## config.mk

```make
export PLATFORM = sky130hd
export DESIGN_NAME = nibble_serial_adder
export DESIGN_NICKNAME = d
export VERILOG_FILES = /design/src/rtl/adder_pkg.sv /design/src/rtl/bk_nibble_add.sv /design/src/rtl/nibble_serial_adder.sv
export SDC_FILE = /design/constraint.sdc
export NUM_CORES = 1
export LEC_CHECK = 0
export CAP_MARGIN = 15
export CORE_MARGIN = 1.5
export CORE_UTILIZATION = 45
export CTS_CLUSTER_DIAMETER = 50
export DETAILED_ROUTE_END_ITERATION = 12
export GPL_TIMING_DRIVEN = 0
export PLACE_DENSITY = 0.78
export SLEW_MARGIN = 20
export SYNTH_ARGS = -nofsm -noshare
export SYNTH_HDL_FRONTEND = slang
export SYNTH_SLANG_ARGS = --single-unit
export TNS_END_PERCENT = 10
```

## constraint.sdc

```tcl
create_clock -name clk -period 2.47 [get_ports clk]
set_clock_uncertainty 0.05 [all_clocks]
set_input_delay 0.247 -clock clk [delete_from_list [all_inputs] [get_ports clk]]
set_output_delay 0.247 -clock clk [all_outputs]
set_load 0.02 [all_outputs]
```

## src/rtl/adder_pkg.sv

```systemverilog
// Shared definitions for the nibble-serial adder: slice width, FSM states
// and the step-counter sizing helper.
package adder_pkg;

  // Width of the shared adder slice; operands are consumed this many bits per step.
  localparam int NIBBLE = 4;

  typedef enum logic [1:0] {
    IDLE = 2'd0,
    RUN  = 2'd1,
    DONE = 2'd2
  } state_t;

  // Step counter width: ceil(log2(WIDTH/NIBBLE)), but never narrower than one bit.
  function automatic int cnt_width(input int width);
    int steps;
    steps = width / NIBBLE;
    return (steps <= 2) ? 1 : $clog2(steps);
  endfunction

endpackage

```

## src/rtl/bk_nibble_add.sv

```systemverilog
// Combinational 4-bit Brent-Kung adder slice with carry in and carry out.
module bk_nibble_add (
  input  logic [3:0] a,
  input  logic [3:0] b,
  input  logic       cin,
  output logic [3:0] s,
  output logic       cout
);

  logic [3:0] g;
  logic [3:0] p;
  logic       g10, p10;
  logic       g32, p32;
  logic       g30, p30;
  logic       g20, p20;
  logic [3:0] carry;

  // Bit-level generate/propagate, then the prefix tree and sum bits.
  always_comb begin
    g = a & b;
    p = a ^ b;

    // Pairwise groups.
    g10 = g[1] | (p[1] & g[0]);
    p10 = p[1] & p[0];
    g32 = g[3] | (p[3] & g[2]);
    p32 = p[3] & p[2];

    // Full group (3:0) from the two pairs.
    g30 = g32 | (p32 & g10);
    p30 = p32 & p10;

    // Fill-in group (2:0) feeding the carry into bit 3.
    g20 = g[2] | (p[2] & g10);
    p20 = p[2] & p10;

    carry[0] = cin;
    carry[1] = g[0] | (p[0] & cin);
    carry[2] = g10  | (p10  & cin);
    carry[3] = g20  | (p20  & cin);

    s    = p ^ carry;
    cout = g30 | (p30 & cin);
  end

endmodule

```

## src/rtl/nibble_serial_adder.sv

```systemverilog
// WIDTH-bit adder that pushes the operands through one 4-bit slice, one
// nibble per clock, with valid/ready handshakes on both sides.
module nibble_serial_adder
  import adder_pkg::*;
#(
  parameter int WIDTH = 16
) (
  input  logic             clk,
  input  logic             rst,
  input  logic             in_valid,
  output logic             in_ready,
  input  logic [WIDTH-1:0] a,
  input  logic [WIDTH-1:0] b,
  input  logic             cin,
  output logic             out_valid,
  input  logic             out_ready,
  output logic [WIDTH-1:0] sum,
  output logic             cout,
  output logic             busy
);

  localparam int STEPS = WIDTH / NIBBLE;
  localparam int CW    = cnt_width(WIDTH);
  localparam logic [CW-1:0] LAST_STEP = CW'(STEPS - 1);

  state_t                  state, state_next;
  logic [WIDTH-1:0]        a_reg, b_reg, sum_reg;
  logic                    carry_reg;
  logic [CW-1:0]           step;
  logic [NIBBLE-1:0]       slice_s;
  logic                    slice_cout;
  // Slice result prepended to the sum register; the upper WIDTH bits are the
  // shifted-right sum with the new nibble at the top (works for WIDTH == 4 too).
  logic [WIDTH+NIBBLE-1:0] sum_ext;

  bk_nibble_add u_slice (
    .a    (a_reg[NIBBLE-1:0]),
    .b    (b_reg[NIBBLE-1:0]),
    .cin  (carry_reg),
    .s    (slice_s),
    .cout (slice_cout)
  );

  assign sum_ext = {slice_s, sum_reg};

  // State register.
  // NOTE: sequential state always uses non-blocking assignments so every
  // register samples pre-edge values regardless of block ordering.
  always_ff @(posedge clk or posedge rst) begin
    if (rst) state <= IDLE;
    else     state <= state_next;
  end

  // Next-state logic: accept in IDLE, step through RUN, hold in DONE until taken.
  // NOTE: state_next gets a default before the case so no path leaves it
  // unassigned, which would otherwise infer a latch.
  always_comb begin
    state_next = state;
    case (state)
      IDLE:    if (in_valid)          state_next = RUN;
      RUN:     if (step == LAST_STEP) state_next = DONE;
      DONE:    if (out_ready)         state_next = IDLE;
      default:                        state_next = IDLE;
    endcase
  end

  // Datapath: capture operands on acceptance, then one nibble per RUN edge.
  // NOTE: every datapath register is reset so sum/cout read zero after reset
  // and an aborted operation leaves nothing behind.
  always_ff @(posedge clk or posedge rst) begin
    if (rst) begin
      a_reg     <= '0;
      b_reg     <= '0;
      sum_reg   <= '0;
      carry_reg <= 1'b0;
      step      <= '0;
    end else begin
      case (state)
        IDLE: begin
          if (in_valid) begin
            a_reg     <= a;
            b_reg     <= b;
            carry_reg <= cin;
            step      <= '0;
          end
        end
        RUN: begin
          a_reg     <= a_reg >> NIBBLE;
          b_reg     <= b_reg >> NIBBLE;
          sum_reg   <= sum_ext[WIDTH+NIBBLE-1:NIBBLE];
          carry_reg <= slice_cout;
          // Hold at the last step rather than wrapping; the FSM leaves RUN here.
          if (step != LAST_STEP) step <= step + 1'b1;
        end
        default: ;
      endcase
    end
  end

  assign in_ready  = (state == IDLE);
  assign out_valid = (state == DONE);
  assign busy      = (state != IDLE);
  assign sum       = sum_reg;
  assign cout      = carry_reg;

endmodule
```

Word-level counts from Yosys, hierarchy flattened
Cells that the tools add are included.

Register bits after elaboration: 53. Bits of input ports: 37. Word-level logic and storage cells: 57.

Add/subtract/negate cells: 1. Equality and inequality tests: 8. Multiplexer cells: 13. Bitwise operators: 23. Reductions and logical operators: 6.

Operator list (number): $pmux 16 s2 (2); $mux 16 (2); $and 1x1->1 (12); $mux 2 (5); $ne 2x2->1 const B (4); $or 1x1->1 (8); $xor 4x4->4 (2); $pmux 2 s3 (1); $reduce_and 3->1 (2); $and 4x4->4 (1); $eq 2x2->1 const B (2); $pmux 2 s2 (1); $reduce_bool 2->1 (2); $add 2x1->2 const B (1); $eq 2x1->1 const B (1); $logic_not 2->1 (1); $ne 2x1->1 const B (1); $pmux 1 s2 (1); $reduce_and 2->1 (1); $mux 1 (1).

Logic depth before layout (Yosys ltp)
Gate-level depths: netlist (run 1).

Word-level depth: 7. Mapped depth: 7. Depth with buffers taken out: 4.

Modules after synthesis
A second synthesis (run 1) with hierarchy kept.

Cell total of the unflattened synthesis: 233. Area, all modules: 2606.2 um^2.

By module, submodules not included: nibble_serial_adder (times used 1, cells an instance 216, area an instance 2458.6 um^2, sequential area each 1326.3 um^2); bk_nibble_add (times used 1, cells an instance 17, area an instance 147.6 um^2, sequential area each 0.0 um^2).

Least setup slack after synthesis (run 1)
No wires, ideal clock.

Path kind: reg2reg. Start point: register a_reg[0]. End point: register sum_reg[15], in the netlist sum[15]. Setup time: 0.120 ns. Arrival: 1.268 ns. Required time: 2.300 ns. Path slack: 1.032 ns. Stages on the path, launching flop included: 5. Buffers on the path: 0. Clock period less this slack: 1.438 ns. Cells stage by stage: dfrtp_1 ha_1 a211oi_1 o21ai_0 a31o_2.

Cells in the longest elaborated chain, start to end: 7. Elaborated cells on any way between the ends: 11. Classes of those cells: bitwise (11).

Ends and longest elaborated chain: start, declared (line nibble_serial_adder.sv:27) `logic [WIDTH-1:0] a_reg, b_reg, sum_reg;`; start signal, assigned (line nibble_serial_adder.sv:88) `a_reg <= a_reg >> NIBBLE;`; $and 4x4->4 (line bk_nibble_add.sv:20) `g = a & b;`; $and 1x1->1 (line bk_nibble_add.sv:24) `g10 = g[1] | (p[1] & g[0]);`; $or 1x1->1 (line bk_nibble_add.sv:24); $and 1x1->1 (line bk_nibble_add.sv:34) `g20 = g[2] | (p[2] & g10);`; $or 1x1->1 (line bk_nibble_add.sv:34); $or 1x1->1 * (line bk_nibble_add.sv:40) `carry[3] = g20 | (p20 & cin);`; $xor 4x4->4 * (line bk_nibble_add.sv:42) `s = p ^ carry;`; end signal, assigned (line nibble_serial_adder.sv:90) `sum_reg <= sum_ext[WIDTH+NIBBLE-1:NIBBLE];`; end, declared (line nibble_serial_adder.sv:27).

Mark *: on every way between the ends. The rest lies on a longest branch, timed or not. A chain may end at the register's enable or synchronous reset.

Final worst setup path (run 1)
Start point: register state[0]. End point: output in_ready.

Cells in the longest elaborated chain, start to end: 1.

Ends and longest elaborated chain: start, declared (line nibble_serial_adder.sv:26) `state_t state, state_next;`; start signal, assigned (line nibble_serial_adder.sv:51) `else state <= state_next;`; $logic_not 2->1 (line nibble_serial_adder.sv:100) `assign in_ready = (state == IDLE);`; end, declared (line nibble_serial_adder.sv:11) `output logic in_ready,`.

Every way passes these cells.

==> metrics.log, run 1 <==
INFO  metric initial_core_util = ~48%
INFO  metric worst-setup-path-type = reg -> out
INFO  metric setup-violations-final = 0
INFO  metric cts_inserted_buffers = 5
INFO  metric antenna-diode-count = 0
INFO  metric path_cells = buf_4 > nor2_1 > clkdlybuf4s50_1
INFO  metric post_synth_num_cell_types = 30
INFO  metric dpl-instance-area = ~0.0031 mm2
INFO  metric port-buffer-count = 56
INFO  metric worst_slack_at_placement = ~0.35 ns
INFO  metric pin_count = between 50 and 60
INFO  metric final_nets = roughly 360
INFO  metric grt_antenna_before_repair = 0
INFO  metric fin_crit = 2.06 ns
INFO  metric fp.dieH = 77.2 um
INFO  metric stdcell_area = 0.00323 mm2
INFO  metric detailroute.via_count = 1949
INFO  metric syn_to_final_growth = 30.4%
INFO  metric run_status = finished, final reports clean
INFO  metric postCtsSetupBuffers = 0
INFO  metric syn_area_per_cell = 9.95 um2
INFO  metric synth_nets = slightly below 300
INFO  metric number_of_instances_resized_during_post_cts_repair = 0
INFO  metric post_route_insts_no_fill = roughly 380
INFO  metric routed_wirelength = a little under 5 mm
INFO  metric fin_worst_hold_slack = 0.259 ns
INFO  metric cts.clk_slew.worst_paths = 0.09 ns
INFO  metric drc = 0
INFO  metric power.leakage = between 1.5 and 2 nW
INFO  metric worst-path-max-fanout = 10
INFO  metric timing.critical_path.max_delay_family = buffers and inverters
INFO  metric syn-instance-count = around 250
INFO  metric grt_max_degree = 29
INFO  metric yosys.cell_count.top_type = sky130_fd_sc_hd__nand2_1
INFO  metric route.detailed.vias_per_inst = just over 5
INFO  metric core = between 0.005 and 0.006 mm2
INFO  metric clockRootBuffer = sky130_fd_sc_hd__clkbuf_8
INFO  metric ir_worst_vdd = roughly 0.00074 V
INFO  metric cts_tree = done
INFO  metric cts_buffer_depth = 2
INFO  metric critical_path_buf_inv_count = 2
INFO  metric final_layout_size_suffix_gt1_share = 7.01%
INFO  metric final_hold_viol_count = 0
INFO  metric ys_seq_elements = 53
INFO  metric vias_in_the_first_global_route = around 1900
INFO  metric grt_usage = between 10% and 20%
INFO  metric ctsHoldBuffers = 0
INFO  metric synth_area_leader_cell = sky130_fd_sc_hd__dfrtp_1
INFO  metric dp_hpwl = about 3.7 mm
INFO  metric finalCritPeriodShare = around 83%
INFO  metric final_core_utilization = between 60 and 70%
INFO  metric start_kind = register
INFO  metric synthesis.area = about 0.0025 mm2
INFO  metric layout_setup_ws = a little over 0.4 ns
INFO  metric overflow = 0
INFO  metric grt_setup_unrepaired = no
INFO  metric htree_num_levels = 2
INFO  metric post-place-cells = between 300 and 400
INFO  metric arrival = ~1.8 ns
INFO  metric asyncSetResetFlopFracSynth = 100%
INFO  metric synthTopCellsByArea = sky130_fd_sc_hd__dfrtp_1, sky130_fd_sc_hd__nand2_1, sky130_fd_sc_hd__mux2i_1, sky130_fd_sc_hd__o21ai_0, sky130_fd_sc_hd__ha_1
INFO  metric clock_sink_count = 53
INFO  metric final_antenna_net_count = 0
INFO  metric drt_pass1_iterations = 4
INFO  metric yosysSeqAreaShare = between 50% and 60%
INFO  metric max_cap_violations = 0
INFO  metric timing_max_transition_violations_final = 0
INFO  metric detailed_route_iter0_violations = between 100 and 150
INFO  metric first_pass_grt_wire_length = roughly 8.6 mm
INFO  metric clkLatencyLatePin = about 0.3 ns
INFO  metric yosys_warning_count = 0
INFO  metric max_clock_freq = 0.485 GHz
INFO  metric row_count = 26
INFO  metric gp_congestion = about 0.86
INFO  metric worstReg2RegStart = state[0]
INFO  metric max_slew_margin = a little over three fifths
INFO  metric crit_path_start = state[0]
INFO  metric required = between 2 and 2.5 ns
INFO  metric yosys.area.top_type_share = 53.5%
INFO  metric worstSetupEndpointType = primary output
INFO  metric pd_cells = roughly 1300 mW/mm2
INFO  metric crit_path_max_incr_delay = approximately 0.65 ns
INFO  metric synthTopCellsByCount = sky130_fd_sc_hd__nand2_1, sky130_fd_sc_hd__dfrtp_1, sky130_fd_sc_hd__o21ai_0
INFO  metric worst_path_cell_with_the_longest_stage_delay = sky130_fd_sc_hd__clkdlybuf4s50_1
INFO  metric most_used_dff_post_synth = sky130_fd_sc_hd__dfrtp_1
INFO  metric number_of_enable_type_register_cells_in_the_synthesized_netlist = 0
INFO  metric die_x = between 70 and 80 um
INFO  metric detail_route.wl_per_cell = roughly 13 um
INFO  metric die_area = between 0.005 and 0.006 mm2
INFO  metric worstHoldPathType = in -> async
INFO  metric worst_max_slew_pin_slew = ~0.56 ns
-- placed cells by master (no fill, tap or decap), types with 2 or more instances in the layout --
| master | n |
|---|---|
| sky130_fd_sc_hd__mux2i_1 | 24 |
| sky130_fd_sc_hd__buf_2 | 4 |
| sky130_fd_sc_hd__clkbuf_8 | 5 |
| sky130_fd_sc_hd__and2_1 | 2 |
| sky130_fd_sc_hd__clkdlybuf4s50_1 | 56 |
| sky130_fd_sc_hd__o21ai_1 | 4 |
| sky130_fd_sc_hd__inv_1 | 8 |
| sky130_fd_sc_hd__a22o_1 | 4 |
| sky130_fd_sc_hd__buf_4 | 3 |
| sky130_fd_sc_hd__dfrtp_1 | 53 |
| sky130_fd_sc_hd__o21bai_1 | 2 |
| sky130_fd_sc_hd__nor2_1 | 4 |
| sky130_fd_sc_hd__nand2b_1 | 3 |
| sky130_fd_sc_hd__ha_1 | 5 |
| sky130_fd_sc_hd__clkinv_2 | 2 |
| sky130_fd_sc_hd__a21oi_1 | 6 |
| sky130_fd_sc_hd__a21o_1 | 2 |
| sky130_fd_sc_hd__nor2b_1 | 7 |
| sky130_fd_sc_hd__nand2_1 | 68 |
| sky130_fd_sc_hd__o21ai_0 | 31 |
| sky130_fd_sc_hd__a211oi_1 | 2 |
| sky130_fd_sc_hd__clkbuf_1 | 3 |
| sky130_fd_sc_hd__buf_6 | 3 |
-- kinds of logic (layout without fill, tap and decap cells) --
| group | Yosys count | after routing | synth area share [%] |
|---|---|---|---|
| adder cells (fa/ha/maj) | 6 | 6 | 3.33 |
| flip-flops | 53 | 53 | 53.5 |
| AO/OA/AOI/OAI | 55 | 55 | 12.9 |
| multiplexers | 24 | 24 | 9.69 |
| AND/OR/NAND/NOR | 87 | 87 | 14.7 |
| buffers and inverters | 23 | 88 | 5.50 |
| XOR/XNOR | 1 | 1 | 0.353 |
-- power breakdown --
group	total, mW	switching (mW)	internal [mW]
sequential	1.52	0.251	1.27
combinational	2.22	1.18	1.04
clock	0.475	0.279	0.196
-- final cells by class --
cell class,count,area (um2)
buffer,14,103
clock buffer,5,68.8
clock inverter,3,17.5
fill,424,1970
inverter,9,33.8
multi-input combinational,173,1020
sequential,53,1330
tap,70,87.6
timing repair buffer,57,581
-- stage by stage --
step,setup TNS (ns),total power [mW]
final,0,4.22
after global placement,-5.13,3.71
after floorplan,0,3.05
after CTS,0,4.25
after global routing,0,4.58
after detailed placement,0,3.78
-- final timing paths --
path / cells after the start / slack (ns) / to
setup reg to reg: 3 / 0.81 / b_reg[4]
setup / recovery: 3 / 0.41 / in_ready
hold / removal: 2 / 0.26 / step[1]
hold reg to reg: 2 / 0.43 / sum[0]
max in group asynchronous: 3 / 1.59 / b_reg[13]
min in group clk: 2 / 0.43 / sum[0]
-- per-layer routing --
layer | wire length, um | share of wire, % | GRT usage [%]
met5 | 0 | 0 | 0
met4 | 98 | 2.0 | 6.36
met3 | 265 | 5.4 | 4.29
met2 | 2300 | 47 | 28.3
met1 | 2230 | 46 | 24.7
Note: power is estimated with default switching activity, not from simulation.
==> run 2: changes to the inputs <==
--- a/config.mk
+++ b/config.mk
@@ -11,7 +11,7 @@
 export CTS_CLUSTER_DIAMETER = 50
 export DETAILED_ROUTE_END_ITERATION = 12
 export GPL_TIMING_DRIVEN = 0
-export PLACE_DENSITY = 0.78
+export PLACE_DENSITY = 0.81
 export SLEW_MARGIN = 20
 export SYNTH_ARGS = -nofsm -noshare
 export SYNTH_HDL_FRONTEND = slang
==> constraint.sdc (replaced) <==
create_clock -name clk -period 1.7 [get_ports clk]
set_clock_uncertainty 0.05 [all_clocks]
set_input_delay 0.17 -clock clk [delete_from_list [all_inputs] [get_ports clk]]
set_output_delay 0.17 -clock clk [all_outputs]
set_load 0.02 [all_outputs]
==> metrics.log, run 2 (synthesis results as in run 1) <==
INFO  metric max_cap_violations = 0
INFO  metric grt_max_degree = 31
INFO  metric dp_hpwl = just under 4 mm
INFO  metric worstHoldPathType = in -> async
INFO  metric syn_to_final_growth = 32.2%
INFO  metric finalCritPeriodShare = 95.9%
INFO  metric grt_setup_unrepaired = no
INFO  metric drc = 0
INFO  metric final_core_utilization = a little over three fifths
INFO  metric worst-path-max-fanout = 10
INFO  metric finalSetupTns = 0 ns
INFO  metric route.detailed.vias_per_inst = between 5 and 6
INFO  metric worst-setup-path-type = reg -> out
INFO  metric final_layout_size_suffix_gt1_share = roughly 8.0%
INFO  metric mostFrequentLayoutCell = sky130_fd_sc_hd__nand2_1
INFO  metric timing_max_transition_violations_final = 0
INFO  metric fp.dieH = slightly below 80 um
INFO  metric max_slew_margin = 65.7%
INFO  metric pin_count = 57
INFO  metric cts_buffer_depth = 2
INFO  metric power.leakage = between 1.5 and 2 nW
INFO  metric detailroute.via_count = between 1500 and 2000
INFO  metric fin_total_pwr = roughly 6.4 mW
INFO  metric core = between 0.005 and 0.006 mm2
INFO  metric die_x = 77.2 um
INFO  metric cts.clk_slew.worst_paths = approximately 0.090 ns
INFO  metric grt_antenna_before_repair = 0
INFO  metric dpl-instance-area = 0.00315 mm2
INFO  metric antenna-diode-count = 0
INFO  metric drt_pass1_iterations = 4
INFO  metric final_nets = about 360
INFO  metric worstSetupEndpointType = primary output
INFO  metric clkLatencyLatePin = around 0.30 ns
INFO  metric ctsHoldBuffers = 0
INFO  metric postCtsSetupBuffers = 0
INFO  metric htree_num_levels = 2
INFO  metric first_pass_grt_wire_length = 9.04 mm
INFO  metric row_count = 26
INFO  metric start_kind = register
INFO  metric arrival = approximately 1.4 ns
INFO  metric fin_worst_hold_slack = about 0.16 ns
INFO  metric detailed_route_iter0_violations = 87
INFO  metric stdcell_area = between 0.003 and 0.004 mm2
INFO  metric final_hold_viol_count = 0
INFO  metric worst_max_slew_pin_slew = around 0.51 ns
INFO  metric fin_crit = between 1.5 and 2 ns
INFO  metric gp_congestion = about 0.85
INFO  metric max_clock_freq = 0.614 GHz
INFO  metric required = 1.48 ns
INFO  metric cts_inserted_buffers = 5
INFO  metric initial_core_util = a little under half
INFO  metric commonest_cells_after_routing_fill_and_taps_aside = sky130_fd_sc_hd__nand2_1, sky130_fd_sc_hd__dfrtp_1, sky130_fd_sc_hd__clkdlybuf4s50_1, sky130_fd_sc_hd__o21ai_0, sky130_fd_sc_hd__mux2i_1
INFO  metric run_status = finished, final reports clean
INFO  metric pd_cells = between 1500 and 2000 mW/mm2
INFO  metric vias_in_the_first_global_route = ~2000
INFO  metric clockRootBuffer = sky130_fd_sc_hd__clkbuf_8
INFO  metric clock_sink_count = 53
INFO  metric setup-violations-final = 0
INFO  metric ir_worst_vdd = between 0.0008 and 0.0009 V
INFO  metric final_antenna_net_count = 0
INFO  metric routed_wirelength = 5.18 mm
INFO  metric grt_usage = a little under a fifth
INFO  metric detail_route.wl_per_cell = 13.5 um
INFO  metric cts_tree = done
INFO  metric port-buffer-count = between 50 and 60
INFO  metric die_area = between 0.005 and 0.006 mm2
INFO  metric overflow = 0
[run 2: final timing paths]
| kind | startpoint | endpoint | slack [ns] | cells past startpoint |
|---|---|---|---|---|
| min | rst | sum[7] | 0.16 | 2 |
| max | state[0] | busy | 0.07 | 4 |
| min in group clk | cin | cout | 0.38 | 3 |
| min reg2reg | a_reg[4] | a_reg[4] | 0.44 | 2 |
| max reg2reg | a_reg[0] | sum[15] | 0.16 | 4 |
| max in group asynchronous | rst | a_reg[12] | 0.90 | 3 |
[run 2: worst max-delay path, cell delays in order (launching register included)]
cell	delay (ns)
sky130_fd_sc_hd__dfrtp_1	0.41
sky130_fd_sc_hd__buf_4	0.18
sky130_fd_sc_hd__nor2_2	0.16
sky130_fd_sc_hd__inv_1	0.05
sky130_fd_sc_hd__dlygate4sd2_1	0.31
[run 2: area by class of cell]
class,count,area [um2]
Fill cell,455,1930
Multi-Input combinational cell,173,1030
Clock buffer,6,82.6
Tap cell,70,87.6
Sequential cell,53,1330
Clock inverter,2,37.5
Inverter,9,33.8
Timing Repair Buffer,57,578
Buffer,14,103
[run 2: repair_timing]
item	4_1_cts	5_1_grt
gates resized for setup	3	4
endpoints found under the setup margin	3	22
cloned	0	0
[run 2: per-stage QoR]
step	setup slack, ns	cells
final	0.0702	384
after CTS	0.0137	384
after global placement	-0.771	375
after detailed placement	-0.321	376
after global routing	0.0104	384
after floorplan	0.194	249
[run 2: metal layers]
layer  global-route usage (%)  vias up  routed length [um]
met5                        0        -                   0
met4                     6.55        0                  94
met3                     4.05       10                 244
met2                     31.8       49                2490
met1                     24.2      930                2340
li1                         -      955                   -
[run 2: where the power goes]
group          internal, mW  switching, mW
sequential             1.85          0.371
clock                 0.479          0.413
combinational          1.52           1.74
total                  3.84           2.53
==> run 3: changes to the inputs <==
--- a/config.mk
+++ b/config.mk
@@ -10,7 +10,6 @@
 export CORE_UTILIZATION = 45
 export CTS_CLUSTER_DIAMETER = 50
 export DETAILED_ROUTE_END_ITERATION = 12
-export GPL_TIMING_DRIVEN = 0
 export PLACE_DENSITY = 0.81
 export SLEW_MARGIN = 20
 export SYNTH_ARGS = -nofsm -noshare
==> metrics.log, run 3 (synthesis results as in run 1) <==
INFO  metric drt_pass1_iterations = 4
INFO  metric detailroute.via_count = ~1900
INFO  metric clock_sink_count = 53
INFO  metric cts.clk_slew.worst_paths = around 0.090 ns
INFO  metric routed_wirelength = 4.97 mm
INFO  metric worst_path_cell_with_the_longest_stage_delay = sky130_fd_sc_hd__clkdlybuf4s50_1
INFO  metric mostFrequentLayoutCell = sky130_fd_sc_hd__nand2_1
INFO  metric worst_slack_at_placement = around 0.095 ns
INFO  metric ir_worst_vdd = around 0.00088 V
INFO  metric power.leakage = around 1.5 nW
INFO  metric worst-path-max-fanout = 4
INFO  metric run_status = finished, final reports clean
INFO  metric final_nets = between 300 and 400
INFO  metric detail_route.wl_per_cell = ~13 um
INFO  metric fin_crit = around 1.6 ns
INFO  metric fp.dieH = 77.2 um
INFO  metric commonest_cells_after_routing_fill_and_taps_aside = sky130_fd_sc_hd__nand2_1, sky130_fd_sc_hd__clkdlybuf4s50_1, sky130_fd_sc_hd__dfrtp_1, sky130_fd_sc_hd__o21ai_0, sky130_fd_sc_hd__mux2i_1
INFO  metric max_slew_margin = roughly three quarters
INFO  metric grt_setup_unrepaired = no
INFO  metric initial_core_util = 47.6%
INFO  metric num-fill-cells = between 400 and 500
INFO  metric path_cells = clkdlybuf4s50_1
INFO  metric max_cap_violations = 0
INFO  metric route.detailed.vias_per_inst = around 5.0
INFO  metric worstHoldPathType = in -> async
INFO  metric vias_in_the_first_global_route = 1937
INFO  metric critical_path_buf_inv_count = 1
INFO  metric gp_congestion = about 0.88
INFO  metric layout_setup_ws = 0.117 ns
INFO  metric final_hold_viol_count = 0
INFO  metric die_area = 0.00596 mm2
INFO  metric first_pass_grt_wire_length = 8.92 mm
INFO  metric row_count = 26
INFO  metric finalCritPeriodShare = 93.1%
INFO  metric worst_max_slew_pin_slew = 0.367 ns
INFO  metric htree_num_levels = 2
INFO  metric cts_buffer_depth = 2
INFO  metric number_of_instances_resized_during_post_cts_repair = 6
INFO  metric overflow = 0
INFO  metric syn_to_final_growth = 31.1%
INFO  metric drc = 0
INFO  metric multi_input_comb_area = roughly 0.0010 mm2
INFO  metric clkLatencyLatePin = around 0.3 ns
INFO  metric post_route_insts_no_fill = ~380
INFO  metric setup-violations-final = 0
INFO  metric start_kind = register
INFO  metric grt_antenna_before_repair = 0
INFO  metric worst-setup-path-type = reg -> out
INFO  metric post-place-cells = 369
INFO  metric antenna-diode-count = 0
INFO  metric grt_usage = between 10% and 20%
INFO  metric sequential_cell_area = 0.00133 mm2
INFO  metric port-buffer-count = 56
INFO  metric crit_path_max_incr_delay = roughly 0.64 ns
INFO  metric finalSetupTns = 0 ns
INFO  metric worstSetupEndpointType = primary output
INFO  metric pd_cells = 1920 mW/mm2
INFO  metric timing_max_transition_violations_final = 0
INFO  metric ctsHoldBuffers = 0
INFO  metric final_layout_size_suffix_gt1_share = under 10%
INFO  metric grt_max_degree = 54
INFO  metric pin_count = 57
INFO  metric clockRootBuffer = sky130_fd_sc_hd__clkbuf_8
INFO  metric postCtsSetupBuffers = 0
INFO  metric detailed_route_iter0_violations = about 100
INFO  metric dp_hpwl = about 3.7 mm
INFO  metric cts_inserted_buffers = 5
INFO  metric die_x = slightly below 80 um
INFO  metric required = 1.48 ns
INFO  metric max_clock_freq = 0.632 GHz
INFO  metric timing.critical_path.max_delay_family = buffers and inverters
INFO  metric core = approximately 0.0052 mm2
INFO  metric cts_tree = done
INFO  metric arrival = 1.36 ns
INFO  metric final_antenna_net_count = 0
-- run 3: cell count changes in the layout (fill, tap and decap cells not counted), sizes merged --
cell / previous run / this run
buf: 12 / 8
clkbuf: 9 / 5
clkdlybuf4s15: 1 / 0
clkinv: 0 / 1
clkinvlp: 1 / 0
dlygate4sd2: 2 / 3
-- run 3: final timing paths --
path,from,slack [ns],to,cells past startpoint
max,cout,0.12,cout,1
min,rst,0.18,sum[3],3
max reg2reg,state[1],0.15,b_reg[2],4
min reg2reg,a_reg[4],0.43,a_reg[4],2
max in group asynchronous,rst,1.18,state[1],3
min in group clk,cin,0.38,cout,3
-- run 3: stage by stage --
stage / hold WS [ns] / total power [mW] / util (%) / instance area (um2)
after detailed placement: 0.420 / 5.48 / 60.3 / 3140
after CTS: 0.196 / 6.29 / 62.4 / 3250
after global placement: 0.408 / 5.34 / 60.3 / 3140
after global routing: 0.225 / 6.78 / 62.5 / 3250
final: 0.185 / 6.25 / 62.5 / 3250
after floorplan: 0.253 / 4.43 / - / 2480
-- run 3: worst reg2reg max path: cells and delay by family, from the launching register on --
family | cells | cell delay (ns)
DFF | 1 | 0.49
and+or+nand+nor | 1 | 0.38
buffers and inverters | 1 | 0.25
AOI/OAI and AO/OA | 1 | 0.18
muxes | 1 | 0.12
-- run 3: cell type report --
class	instances	area share (%)
sequential	53	40.9
tap	70	2.69
clock inverter	2	1.08
multi-input combinational	173	31.7
clock buffer	5	2.12
timing repair buffer	64	20.5
inverter	9	1.04
-- run 3: per-layer routing --
layer | vias up | GRT usage [%] | share of wire, %
li1 | 945 | - | -
met1 | 883 | 24.5 | 46
met2 | 52 | 31.7 | 49
met3 | 4 | 4.05 | 4.9
met4 | 0 | 3.27 | 0.68
met5 | - | 0 | 0
-- run 3: where the power goes --
group          internal, mW  switching, mW
clock network         0.428          0.393
logic                  1.51           1.64
registers              1.85          0.422
total                  3.79           2.46
